==> config.mk <==
export PLATFORM = sky130hd
export DESIGN_NAME = uart_link_controller
export DESIGN_NICKNAME = d
export VERILOG_FILES = /design/src/rtl/uart_link_controller.sv
export SDC_FILE = /design/constraint.sdc
export NUM_CORES = 1
export LEC_CHECK = 0
export ABC_CLOCK_PERIOD_IN_PS = 1600
export BUFFER_PORTS_ARGS = -buffer_cell sky130_fd_sc_hd__buf_2
export CAP_MARGIN = 10
export CORE_ASPECT_RATIO = 0.5
export CORE_MARGIN = 5
export CORE_UTILIZATION = 40
export CTS_BUF_LIST = sky130_fd_sc_hd__clkbuf_4 sky130_fd_sc_hd__clkbuf_8
export DETAILED_ROUTE_END_ITERATION = 8
export GPL_ROUTABILITY_DRIVEN = 0
export GPL_TIMING_DRIVEN = 0
export HOLD_SLACK_MARGIN = 0.02
export PLACE_DENSITY = 0.8
export SLEW_MARGIN = 20
export SYNTH_ARGS = -nofsm -noshare
export SYNTH_HDL_FRONTEND = slang
export SYNTH_SLANG_ARGS = --single-unit
==> constraint.sdc <==
create_clock -name clk -period 1.6 [get_ports clk]
set_input_delay 0.24 -clock clk [delete_from_list [all_inputs] [get_ports clk]]
set_output_delay 0.24 -clock clk [all_outputs]
set_load 0.01 [all_outputs]
==> src/rtl/uart_link_controller.sv <==
// uart_link_controller
// Shares one UART transmitter between two requesters (round-robin) and drains
// the UART receiver into a valid/ready stream. The UART has no TX-busy flag,
// so each frame is paced by an internal timer covering the frame plus a gap.

module uart_link_controller #(
    parameter int WORD_LENGTH  = 8,
    parameter int CLKS_PER_BIT = 16,
    parameter int FRAME_BITS   = 11,
    parameter int GAP_CLKS     = 16
) (
    input  logic                   clk,
    input  logic                   reset,
    input  logic                   req0,
    input  logic [WORD_LENGTH-1:0] data0,
    output logic                   ack0,
    input  logic                   req1,
    input  logic [WORD_LENGTH-1:0] data1,
    output logic                   ack1,
    output logic [WORD_LENGTH-1:0] DATATX,
    output logic                   Transmit,
    output logic                   tx_busy,
    input  logic                   RX_FLAG,
    input  logic [WORD_LENGTH-1:0] DATARX,
    input  logic                   ParityError,
    output logic                   Clear_RX_Flag,
    output logic                   rx_valid,
    input  logic                   rx_ready,
    output logic [WORD_LENGTH-1:0] rx_data,
    output logic                   rx_perr,
    output logic [7:0]             perr_count
);

    localparam int FRAME_CLKS = FRAME_BITS * CLKS_PER_BIT + GAP_CLKS;
    localparam int TIMER_W    = $clog2(FRAME_CLKS);
    localparam logic [TIMER_W-1:0] TIMER_LOAD = TIMER_W'(FRAME_CLKS - 1);

    typedef enum logic [1:0] {
        IDLE  = 2'd0,
        GRANT = 2'd1,
        FIRE  = 2'd2,
        WAIT  = 2'd3
    } tx_state_e;

    tx_state_e              state_q, state_d;
    logic [TIMER_W-1:0]     timer_q, timer_d;
    logic                   last_grant_q, last_grant_d;
    logic [WORD_LENGTH-1:0] datatx_q, datatx_d;
    logic                   winner;

    logic [WORD_LENGTH-1:0] rx_data_q, rx_data_d;
    logic                   rx_perr_q, rx_perr_d;
    logic                   rx_valid_q, rx_valid_d;
    logic                   clr_pending_q, clr_pending_d;
    logic                   clear_q, clear_d;
    logic [7:0]             perr_count_q, perr_count_d;
    logic                   capture;

    // TX sequencing: arbitrate in IDLE, latch the winner's byte, fire, then wait out the frame
    always_comb begin
        state_d      = state_q;
        timer_d      = timer_q;
        last_grant_d = last_grant_q;
        datatx_d     = datatx_q;
        winner       = 1'b0;
        case (state_q)
            IDLE: begin
                if (req0 || req1) begin
                    winner       = (req0 && req1) ? ~last_grant_q : req1;
                    last_grant_d = winner;
                    datatx_d     = winner ? data1 : data0;
                    state_d      = GRANT;
                end
            end
            GRANT: begin
                state_d = FIRE;
            end
            FIRE: begin
                timer_d = TIMER_LOAD;
                state_d = WAIT;
            end
            WAIT: begin
                if (timer_q == '0) begin
                    state_d = IDLE;
                end else begin
                    timer_d = timer_q - TIMER_W'(1);
                end
            end
            default: begin
                state_d = IDLE;
            end
        endcase
    end

    // RX drain: capture once per flag when the output slot is free or being consumed
    always_comb begin
        rx_data_d     = rx_data_q;
        rx_perr_d     = rx_perr_q;
        rx_valid_d    = rx_valid_q;
        clr_pending_d = clr_pending_q;
        clear_d       = 1'b0;
        perr_count_d  = perr_count_q;
        capture       = RX_FLAG && !clr_pending_q && (!rx_valid_q || rx_ready);
        if (capture) begin
            rx_data_d     = DATARX;
            rx_perr_d     = ParityError;
            rx_valid_d    = 1'b1;
            clr_pending_d = 1'b1;
            clear_d       = 1'b1;
            if (ParityError && (perr_count_q != 8'hFF)) begin
                perr_count_d = perr_count_q + 8'd1;
            end
        end else begin
            if (rx_valid_q && rx_ready) begin
                rx_valid_d = 1'b0;
            end
            if (!RX_FLAG) begin
                clr_pending_d = 1'b0;
            end
        end
    end

    // State registers for both paths, synchronous reset
    always_ff @(posedge clk) begin
        if (reset) begin
            state_q       <= IDLE;
            timer_q       <= '0;
            last_grant_q  <= 1'b1;
            datatx_q      <= '0;
            rx_data_q     <= '0;
            rx_perr_q     <= 1'b0;
            rx_valid_q    <= 1'b0;
            clr_pending_q <= 1'b0;
            clear_q       <= 1'b0;
            perr_count_q  <= 8'd0;
        end else begin
            state_q       <= state_d;
            timer_q       <= timer_d;
            last_grant_q  <= last_grant_d;
            datatx_q      <= datatx_d;
            rx_data_q     <= rx_data_d;
            rx_perr_q     <= rx_perr_d;
            rx_valid_q    <= rx_valid_d;
            clr_pending_q <= clr_pending_d;
            clear_q       <= clear_d;
            perr_count_q  <= perr_count_d;
        end
    end

    assign ack0          = (state_q == GRANT) && !last_grant_q;
    assign ack1          = (state_q == GRANT) && last_grant_q;
    assign Transmit      = (state_q == FIRE);
    assign tx_busy       = (state_q != IDLE);
    assign DATATX        = datatx_q;
    assign Clear_RX_Flag = clear_q;
    assign rx_valid      = rx_valid_q;
    assign rx_data       = rx_data_q;
    assign rx_perr       = rx_perr_q;
    assign perr_count    = perr_count_q;

endmodule

After elaboration in Yosys (flattened, before gate mapping) --
Index checks and enable logic that the tools add are counted.
Word-level totals: bits in registers 39, bits of input ports 31, output and inout bits 31, word-level logic and storage cells 54
Operators by class: add/subtract/negate cells 2, equal/unequal tests 8, mux-type cells 12, bitwise logic cells 1, reduce and logical (&&, ||, !) cells 21
Operators with widths (count):
- 2-to-1 mux 8 bit | 2
- one-hot mux 8 bit (2 select lines) | 1
- adder 8 x 1 -> 8 bit (second input constant) | 1
- zero test 8 bit | 1
- != test 8 bit (second input constant) | 1
- one-hot mux 2 bit (4 select lines) | 1
- AND reduction 2 bit | 4
- subtractor 8 x 1 -> 8 bit (second input constant) | 1
- logical AND 1 bit | 7
- 2-to-1 mux 1 bit | 6
- != test 2 bit (second input constant) | 3
- nonzero test 2 bit | 3
- == test 2 bit (second input constant) | 2
- 2-to-1 mux 2 bit | 2
- zero test 1 bit | 3
- == test 2 x 1 -> 1 bit (second input constant) | 1
- zero test 2 bit | 1
- logical OR 1 bit | 2
- != test 2 x 1 -> 1 bit (second input constant) | 1
- NOT 1 bit | 1

Logic depth before layout (Yosys ltp) --
depth after elaboration 4, gate-level depth with buffers 7, mapped depth without buffers 6

Worst setup path before layout --
No wires, ideal clock.
kind register to register, from reg state_q[0], to reg timer_q[7], library setup time 71 ps, data arrival time 1716 ps, data required time 1529 ps, setup slack -187 ps, stages on the path, launching flop included 6, buffers on the path 0, clock period less this slack 1787 ps, cells stage by stage dfxtp_1 ha_1 or4b_4 a2111o_1 xor2_1 a21oi_1
Between the ends: word-level cells in the longest chain between the ends 3, elaborated cells on any way between the ends 6, those cells by class 3 x eq/ne; 1 x mux; 2 x reduce/logical
Ends and longest elaborated chain:
- from (decl) | line 45 | tx_state_e state_q, state_d;
- from (signal assigned) | line 137 | state_q <= state_d;
- == test 2 bit | line 66 | case (state_q)
- != test 2 bit (no source line) / nonzero test 2 bit (equally long branches)
- AND reduction 2 bit (no source line)
- to (signal assigned) | line 138 | timer_q <= timer_d;
- to (decl) | line 46 | logic [TIMER_W-1:0] timer_q, timer_d;
Several ways; a longest one is shown, not always the timed one. A chain may end at the register's enable or synchronous reset.

Worst setup path after layout --
Same ends and word-level chain as after synthesis.

==> impl_metrics.json <==
{
  "path_clk_slew_ps": 90,
  "grt_max_degree": 15,
  "ys.flop_type": "dfxtp_1",
  "core_mm2": 0.00432,
  "synth_fa_ha_area_frac": 0.0429,
  "synth_nets": 234,
  "fin_skew_ps": 8.52,
  "pwr_density_cell_mw_per_mm2": 1480,
  "path_class": "reg -> reg",
  "synthXorXnorAreaFrac": 0.0100,
  "grt_pass1_wl_um": 7380,
  "fin_crit_sh": 1.02,
  "ys_seq_area_frac": 0.446,
  "wl_per_cell_um": 13.9,
  "avgViaCountPerCell": 5.18,
  "seq_area_um2": 793,
  "cts_max_level": 2,
  "slowest_stage": "or4b_4",
  "crit_required_ps": 1770,
  "crit_path_end_kind": "flop",
  "cts_buffers": 5,
  "routed-via-count": 1730,
  "place_hpwl_um": 3290,
  "num_rows": 17,
  "grt-ovfl-total": 0,
  "start_util": 0.405,
  "status": "complete, but fails checks",
  "ys_ff_latch": 39,
  "antenna_found_initial": 0,
  "syn2layout_area_growth_pct": 41.1,
  "cap_viol_max_count": 0,
  "clock-sinks": 39,
  "yosys.area_share.simple": 0.204,
  "finalCriticalPeriod_ps": 1630,
  "peakVddDrop_v": 0.000711,
  "fillers": 377,
  "synthArstFlopShare": 0,
  "drtPass1Iterations": 4,
  "p_leak_nw": 1.09,
  "tritoncts": "done",
  "grtUsageTotal": 0.152,
  "syn_area_mm2": 0.00175,
  "finalNonFillerCells": 334,
  "setup_tns_ps": -25.6,
  "arrival_ps": 1800,
  "report.final.slew_viol_count": 0,
  "violations": "negative setup slack",
  "timing.fmax_ghz": 0.615,
  "hold_path_class": "in -> reg",
  "max-slew-margin-rel": 0.676,
  "rsz0062_at_grt": "yes",
  "port_buffers": 60,
  "cp-start-kind": "flop",
  "clockBufferDepth": 2,
  "yosys_warnings": 0,
  "drive_above_1_share": 0.383,
  "hold_ws_ps": 167,
  "multi_input_area_mm2": 0.00104,
  "hold_violations": 0,
  "dieArea_mm2": 0.00588,
  "antenna_cells": 0,
  "synth_edf_count": 0,
  "synth_area_leader_cell": "dfxtp_1",
  "layout_commonest_cell": "buf_2",
  "clk_latency_ps": 300,
  "synth_cell_types": 40,
  "dp_slack_ps": -261,
  "synth.area.mux_share": 0.0629,
  "root_buffer": "clkbuf_8",
  "max_stage_delay_ps": 480,
  "io_pins": 62,
  "final_nets": 313,
  "place_inst": 314,
  "cp_cell_sequence": "ha_4 -> or4b_4 -> a2111o_1 -> xor2_1 -> a21oi_1",
  "ys_top_cells_by_area": "dfxtp_1 45%, mux2i_1 6.3%, a211oi_1 6.0%",
  "yosysTopAreaCellShare": 0.446,
  "layout_common_cells": "61 x buf_2, 33 x dfxtp_1, 27 x nand2_1, 19 x a21oi_1",
  "synth_compound_area_frac": 0.204,
  "die_h_um": 56.8,
  "routed_wl_um": 4660,
  "final.setup.worst_slack_ps": -25.6,
  "tightest_slew_ps": 484,
  "dr.first_iter.drc_count": 46,
  "report.final.setup_viol": 1,
  "netlist_instances": 197,
  "cp_max_fo": 3,
  "grt_pass1_vias": 1657,
  "drcViolationCount": 0,
  "power_mw": 3.65,
  "synth_top_family_by_area": "compound AO/OA/AOI/OAI gates",
  "die_w_um": 104,
  "drtAntennaViolNets": 0,
  "post_synth.cell_area_avg_um2": 8.89
}
## path summary, 6_finish.rpt
kind	slack, ps	cells past startpoint	startpoint	to
worst max-delay path	-30	5	state_q[0]	timer_q[7]
worst min-delay path	170	3	DATARX[5]	rx_data[5]
worst max register to register	-30	5	state_q[0]	timer_q[7]
worst min register to register	460	2	rx_data[6]	rx_data[6]
## Yosys cell counts (4+ instances only)
library cell / number
mux2i_1: 11
o21ai_0: 4
nor2_1: 14
dfxtp_1: 39
nor3_1: 4
a21oi_1: 20
nand2_1: 27
ha_1: 6
nand2b_1: 4
a211oi_1: 14
clkbuf_1: 6
inv_1: 7
## area by class of cell
class	instances	area share
tap	57	0.0289
sequential	39	0.321
timing repair buffer	72	0.158
clock inverter	3	0.0193
multi-input combinational	144	0.421
buffer	7	0.0132
inverter	7	0.0106
clock buffer	5	0.0279
## critical path, delay by kind of cell, from the launching register on
kind	cells	cell delay, ps
xor gates and xnor gates	1	130
and+or+nand+nor	1	480
DFF	1	370
adders and majority gates	1	130
AOI/OAI and AO/OA	2	390
## sequential cells by signal, indices dropped and copies added (netlist names), 2 cells and up
register    count
timer_q         8
state_q         2
rx_data         8
perr_count      8
DATATX          8
## cells by family (layout without fill, tap and decap cells)
| group | after synthesis | count (layout) |
|---|---|---|
| simple gates | 71 | 71 |
| compound gates | 54 | 54 |
| flops | 39 | 39 |
| buf+inv | 14 | 94 |
| mux | 11 | 11 |
| fa+ha+maj | 6 | 6 |
| xor+xnor | 2 | 2 |
## power by group
group / switching, mW / internal, mW / leakage (nW) / total (mW)
logic: 0.729 / 0.719 / 0.707 / 1.45
clock network: 0.384 / 0.473 / 0.0587 / 0.857
registers: 0.171 / 1.18 / 0.323 / 1.35
total: 1.28 / 2.37 / 1.09 / 3.65
## routing by layer
| layer | GRT usage | share of wire |
|---|---|---|
| met1 | 0.165 | 0.41 |
| met2 | 0.274 | 0.52 |
| met3 | 0.0505 | 0.046 |
| met4 | 0.0617 | 0.020 |
| met5 | 0 | 0 |
## per-stage QoR
step | area (um^2) | utilization
after floorplan | 1770 | -
after global placement | 2140 | 0.496
after detailed placement | 2140 | 0.496
after CTS | 2360 | 0.547
after global routing | 2470 | 0.572
final | 2470 | 0.572
## what timing repair did
item	CTS	global route
buffers inserted	6	6
pin swaps	6	7
cloned	0	0
hold buffers	0	0
gates resized for setup	14	16
endpoints found under the hold margin	0	0
endpoints found under the setup margin	20	21
No activity file was read; power rests on OpenSTA's default activity.
